--- config.mk ---
export PLATFORM = sky130hd
export DESIGN_NAME = reg_select_encoder
export DESIGN_NICKNAME = d
export VERILOG_FILES = /design/src/rtl/reg_select_pkg.sv /design/src/rtl/reg_select_encoder_prio_enc.sv /design/src/rtl/reg_select_encoder.sv
export SDC_FILE = /design/constraint.sdc
export NUM_CORES = 1
export LEC_CHECK = 0
export ABC_CLOCK_PERIOD_IN_PS = 1250
export CORE_AREA = 2 2 39 41
export DETAILED_ROUTE_END_ITERATION = 10
export DIE_AREA = 0 0 41 43
export DONT_BUFFER_PORTS = 1
export PLACE_DENSITY_LB_ADDON = 0.12
export SETUP_SLACK_MARGIN = 0.4
export SYNTH_ARGS = -nofsm -noshare
export SYNTH_HDL_FRONTEND = slang
export SYNTH_SLANG_ARGS = --single-unit
--- constraint.sdc ---
create_clock -name clk -period 1.25 [get_ports clk]
set_input_delay 0.375 -clock clk [delete_from_list [all_inputs] [get_ports clk]]
set_output_delay 0.375 -clock clk [all_outputs]
set_load 0.01 [all_outputs]
--- src/rtl/reg_select_pkg.sv ---
// Shared types and default widths for the register-select encoder slice.
package reg_select_pkg;

  typedef enum logic {
    IDLE  = 1'b0,
    DRAIN = 1'b1
  } state_t;

  localparam int DEF_NUM_LINES = 2;
  localparam int DEF_ID_W      = $clog2(DEF_NUM_LINES);

endpackage

--- src/rtl/reg_select_encoder_prio_enc.sv ---
// Lowest-set-bit priority encoder, purely combinational.
// Zero latency; no flow control.
module prio_enc
  import reg_select_pkg::*;
#(
  parameter int NUM_LINES = DEF_NUM_LINES,
  parameter int ID_W      = DEF_ID_W
) (
  input  logic [NUM_LINES-1:0] vec,
  output logic [ID_W-1:0]      idx,
  output logic                 any
);

  always_comb begin
    idx = '0;
    any = |vec;
    // Walk from the top down so the lowest set bit wins.
    for (int i = NUM_LINES - 1; i >= 0; i--) begin
      if (vec[i]) idx = ID_W'(i);
    end
  end

endmodule

--- src/rtl/reg_select_encoder.sv ---
// Serializes a multi-hot select vector into one {enable, reg_id} per cycle, lowest index first.
// Latency: first id the cycle after acceptance. Backpressure: out_ready low holds the id; req_ready low while draining.
// Optional REG_SELECT_ONEHOT_CHECK_EN: multi-hot vectors are dropped and flag a sticky err.
module reg_select_encoder
  import reg_select_pkg::*;
#(
  parameter int NUM_LINES = DEF_NUM_LINES,
  parameter int ID_W      = $clog2(NUM_LINES)
) (
  input  logic                 clk,
  input  logic                 rst,
  input  logic [NUM_LINES-1:0] req,
  input  logic                 req_valid,
  output logic                 req_ready,
  output logic                 enable,
  output logic [ID_W-1:0]      reg_id,
  input  logic                 out_ready,
  output logic                 done,
  output logic                 err
);

  state_t                state, state_nxt;
  logic [NUM_LINES-1:0]  pending, pending_nxt;
  logic [NUM_LINES-1:0]  clr_mask;
  logic [NUM_LINES-1:0]  remaining;
  logic [ID_W-1:0]       low_idx;
  logic                  low_any;
  logic                  multi;

  prio_enc #(
    .NUM_LINES(NUM_LINES),
    .ID_W     (ID_W)
  ) u_enc (
    .vec(pending),
    .idx(low_idx),
    .any(low_any)
  );

  assign clr_mask  = NUM_LINES'(1) << low_idx;
  assign remaining = pending & ~clr_mask;

`ifdef REG_SELECT_ONEHOT_CHECK_EN
  logic err_q, err_nxt;

  function automatic logic popcount_gt1(input logic [NUM_LINES-1:0] v);
    int cnt = 0;
    for (int i = 0; i < NUM_LINES; i++) cnt += int'(v[i]);
    return cnt > 1;
  endfunction

  assign multi = popcount_gt1(req);
  assign err   = err_q;

  always_ff @(posedge clk) begin
    if (rst) err_q <= 1'b0;
    else     err_q <= err_nxt;
  end

  always_comb begin
    err_nxt = err_q;
    if (state == IDLE && req_valid && multi) err_nxt = 1'b1;
  end
`else
  assign multi = 1'b0;
  assign err   = 1'b0;
`endif

  always_ff @(posedge clk) begin
    if (rst) begin
      state   <= IDLE;
      pending <= '0;
    end else begin
      state   <= state_nxt;
      pending <= pending_nxt;
    end
  end

  always_comb begin
    state_nxt   = state;
    pending_nxt = pending;
    req_ready   = 1'b0;
    enable      = 1'b0;
    reg_id      = '0;
    done        = 1'b0;
    case (state)
      IDLE: begin
        req_ready = 1'b1;
        // Zero vectors (and multi-hot ones when checking) are consumed without effect.
        if (req_valid && req != '0 && !multi) begin
          pending_nxt = req;
          state_nxt   = DRAIN;
        end
      end
      DRAIN: begin
        enable = low_any;
        reg_id = low_idx;
        if (out_ready) begin
          pending_nxt = remaining;
          if (remaining == '0) begin
            // A reset in the same cycle wins, so no completion is reported.
            done      = ~rst;
            state_nxt = IDLE;
          end
        end
      end
      default: state_nxt = IDLE;
    endcase
  end

endmodule

==> Word level (Yosys, flattened, before mapping) <==
Cells that the tools add are included.
{ "totals": {"ff_bits": 3, "latchBits": 0, "ram_bits": 0, "mem_bits_ro": 0, "output_inout_bits": 5, "mem_count": 0} }
{ "classes": {"addsub": 0, "multipliers": 0, "div_mod_pow": 0, "order_cmp": 0, "eq_ne": 2, "shift": 1, "muxes": 15, "bitwise": 4, "reduce_logical": 5} }
{ "op_table": {"columns": ["op", "n"], "rows": [
  ["1-bit 2-to-1 mux", 11],
  ["2-bit 2-to-1 mux", 2],
  ["2-bit != test (second input constant)", 2],
  ["2-bit one-hot mux with 2 select lines", 1],
  ["2-bit AND", 1],
  ["2-bit logical NOT", 1],
  ["1-bit NOT", 2],
  ["2-bit NOT", 1],
  ["1-bit one-hot mux with 2 select lines", 1],
  ["2-bit AND reduction", 1],
  ["2-bit nonzero test", 1],
  ["2-bit OR reduction", 1],
  ["1-bit by 1-bit left shift with 2-bit output (first input constant)", 1],
  ["1-bit logical AND", 1]
]} }

==> Depth between registers and ports, before layout <==
{ "depth": {"depth_word": 9, "mapped_depth": 3, "depth_no_buf": 3} }

==> By module <==
A second synthesis with hierarchy kept.
{ "hier_totals": {"cells_unflattened": 25, "hier_area_um2": 200.2} }
{ "modules_own_cells": {"columns": ["module", "instances", "cells_each", "area_each_um2", "seq_area_each_um2"], "rows": [
  ["reg_select_encoder", 1, 23, 187.7, 60.1],
  ["prio_enc", 1, 2, 12.5, 0.0]
]} }

==> Least setup slack after synthesis <==
Ideal clock, no wire load.
{ "synth_timing": {"kind": "input port to output port", "from": "input out_ready", "to": "output done", "t_arrival_ps": 844, "setup_slack_ps": 31, "path_stages": 2, "cell_sequence": "a21bo_2 nor3_1"} }
{ "synth_between": {"elab_chain_cells": 2} }
{ "synth_lines": {"columns": ["element", "line", "source"], "rows": [
  ["start: declaration", "reg_select_encoder.sv:17", "input logic out_ready,"],
  ["1-bit 2-to-1 mux", "reg_select_encoder.sv:97", "if (out_ready) begin"],
  ["1-bit 2-to-1 mux", "reg_select_encoder.sv:85", "case (state)"],
  ["end: declaration", "reg_select_encoder.sv:18", "output logic done,"]
]} }
Every way passes these cells.

==> Final worst setup path <==
{ "layout_timing": {"from": "register pending[1]", "to": "output done"} }
{ "layout_between": {"elab_chain_cells": 9} }
{ "layout_lines": {"columns": ["element", "line", "source"], "rows": [
  ["start: declaration", "reg_select_encoder.sv:23", "logic [NUM_LINES-1:0] pending, pending_nxt;"],
  ["start signal: assignment", "reg_select_encoder.sv:74", "pending <= pending_nxt;"],
  ["1-bit 2-to-1 mux (2 in a row)", "reg_select_encoder_prio_enc.sv:19", "if (vec[i]) idx = ID_W'(i);"],
  ["1-bit by 1-bit left shift with 2-bit output", "reg_select_encoder.sv:39", "assign clr_mask = NUM_LINES'(1) << low_idx;"],
  ["2-bit NOT", "reg_select_encoder.sv:40", "assign remaining = pending & ~clr_mask;"],
  ["2-bit AND *", "reg_select_encoder.sv:40", null],
  ["2-bit logical NOT *", "reg_select_encoder.sv:99", "if (remaining == '0) begin"],
  ["1-bit 2-to-1 mux *", "reg_select_encoder.sv:99", null],
  ["1-bit 2-to-1 mux *", "reg_select_encoder.sv:97", null],
  ["1-bit 2-to-1 mux *", "reg_select_encoder.sv:85", null]
]} }
Mark *: on every way between the ends. The rest lies on a longest branch, timed or not.

==> run summary <==
post-synthesis cell count - 25
failing checks - negative setup slack
full die area - 0.00176 sq mm
CTS tree - yes
Pwr per Cell Area - 1020 mW/mm^2
WL/cell - 10.8 um
min Tclk post-route - 1340 ps
CP max FO - 4
Worst Hold Class - input pin to register
number of synthesis warnings - 0
Critical Path Sink Type - output port
max-slew violations - 0
CTS Hold Buffers Added - 0
via count - 205
status - finished, violations left
vias per cell - 4.10
final hold viol count - 0
clk slew on worst S/H paths - 40 ps
ANT cells - 0
Detail Route Antenna Nets - 0
post-layout power - 0.373 mW
commonest cells in the netlist - 5 x nor2_1, 3 x dfxtp_1, 3 x nand2_1
CP arrival - 960 ps
syn_area_per_cell - 7.06 sq um
Placed Cells - 40
post-synth top area share - 34.0%
final WL - 541 um
Num Clock Sinks - 3
required time worst endpoint - 880 ps
slowest CP cell - dfxtp_4
non-filler cells in the finished layout - 50
Net count, final - 41
final worst-path cycle share - 107%
Detailed Routing Iterations Pass 1 - 2
CTS Buffer Depth - 2
Post-synth EDFFs - 0
layout cells sized above 1 - 64.7%
critical path startpoint category - register
max-capacitance violation count - 0
delay of the slowest critical-path stage - 350 ps
CTS Root Cell - clkbuf_4
CP Buf/Inv Count - 0
H-tree depth - 1
vias in the first global route - 202
#FFs+latches synth - 3
Synth Flop Type - dfxtp_1
Starting Density - 12.7%
clk_lat worst skew - 230 ps
initial antenna violation count - 0
Num CTS Buffers - 3
CP Cell Sequence - a21bo_4 -> nor3_4
GP Congestion - 0.660
total core area - 0.00138 sq mm
fmax - 0.748 GHz
endpoints failing setup - 2
placed instance area - 233 sq um
RSZ-0062 raised after global routing - true
Pleak - 0.141 nW
DRC viols - 0
share of flip-flops with an asynchronous set or reset - 0%
Vert. Die Dim - 43 um
first-pass GRT wire length - 821 um
final worst slack - -86.5 ps
sequential fraction of the synthesis area - 34.0%
Area growth, synth to finish - 108%
Die Wd - 41 um
largest net degree at the start of global routing - 7
Detailed Place HPWL - 362 um
Max Clock Skew - 1.46 ps
Synth area leaders - dfxtp_1 34%, nor2_1 11%, nand2_1 6.4%, a21bo_2 5.7%, a32oi_1 5.0%
post-route cell area - 367 sq um
delay-heaviest family, CP - flip-flops
peak supply drop - 316 uV
Netlist cell types - 16
io pins - 11
syn_nets - 31
Syn Std Cell Area - 176 sq um
Port Buffers - 0
DRT iter0 DRCs - 13
GRT overflow - 0
area leader, netlist - dfxtp_1
gr usage total - 7.84%
site row count - 14
Setup Crit Path Kind - register to output port
cell with the most instances after synthesis - nor2_1
-- layout by cell type (no fill, tap or decap), drive strengths merged, types with 2 or more instances in the layout --
master  synthesis  layout
nand2           3       3
dfxtp           3       3
buf             1       6
clkbuf          0       4
nor2            5       5
inv             2       2
-- flip-flops by register name, indices dropped and copies added, names as in the netlist --
name and count:
pending 2, state 1
-- cells by family (layout without fill, tap and decap cells) --
kind of cell,count (synthesis),after routing,share of synthesized area [%]
flops,3,3,34.0
simple gates,12,12,30.5
buf+inv,3,12,8.51
compound gates,6,6,24.8
other cells,1,1,2.13
-- routing by layer --
metal  global-route usage, %  share of wire [%]
met1                    7.10                 37
met5                       0                  0
met3                    5.76                5.5
met4                    10.0                  0
met2                    9.38                 58
-- path summary, 6_finish.rpt --
| check | slack (ps) | end | start | depth (start not counted) |
|---|---|---|---|---|
| worst max-delay path | -90 | done | pending[1] | 2 |
| worst min-delay path | 200 | state | rst | 1 |
| worst max register to register | 110 | pending[0] | state | 5 |
| worst min register to register | 670 | pending[1] | pending[1] | 3 |
-- layout make-up --
type / instances / area [sq um]
well taps: 16 / 20.0
flip-flops and latches: 3 / 71.3
fillers: 157 / 1020
multi-input cells: 19 / 176
repair buffers: 6 / 60.1
clock buffers: 4 / 26.3
inverters: 2 / 12.5
-- through the flow --
step           TNS (ps)  worst slack (ps)  hold WS, ps  util, %
6_report          -91.5             -86.5          199     26.5
5_1_grt            -169              -124          185     26.5
4_1_cts            -102              -102          192     22.3
3_5_place_dp          0               133          439     16.8
3_3_place_gp          0               128          440     16.8
2_1_floorplan         0               147          434        -
-- report_power, final --
part / internal, mW / switching [mW] / total [mW] / leakage (nW)
registers: 0.102 / 0.0102 / 0.112 / 0.0267
clock network: 0.120 / 0.0525 / 0.172 / 0.0150
logic: 0.0467 / 0.0426 / 0.0893 / 0.0991
-- timing repair --
action / in CTS / in global routing
setup endpoints to repair: 6 / 7
gates resized for setup: 9 / 7
setup buffers: 3 / 3
pin swaps: 3 / 4
Note: power is estimated with default switching activity, not from simulation.
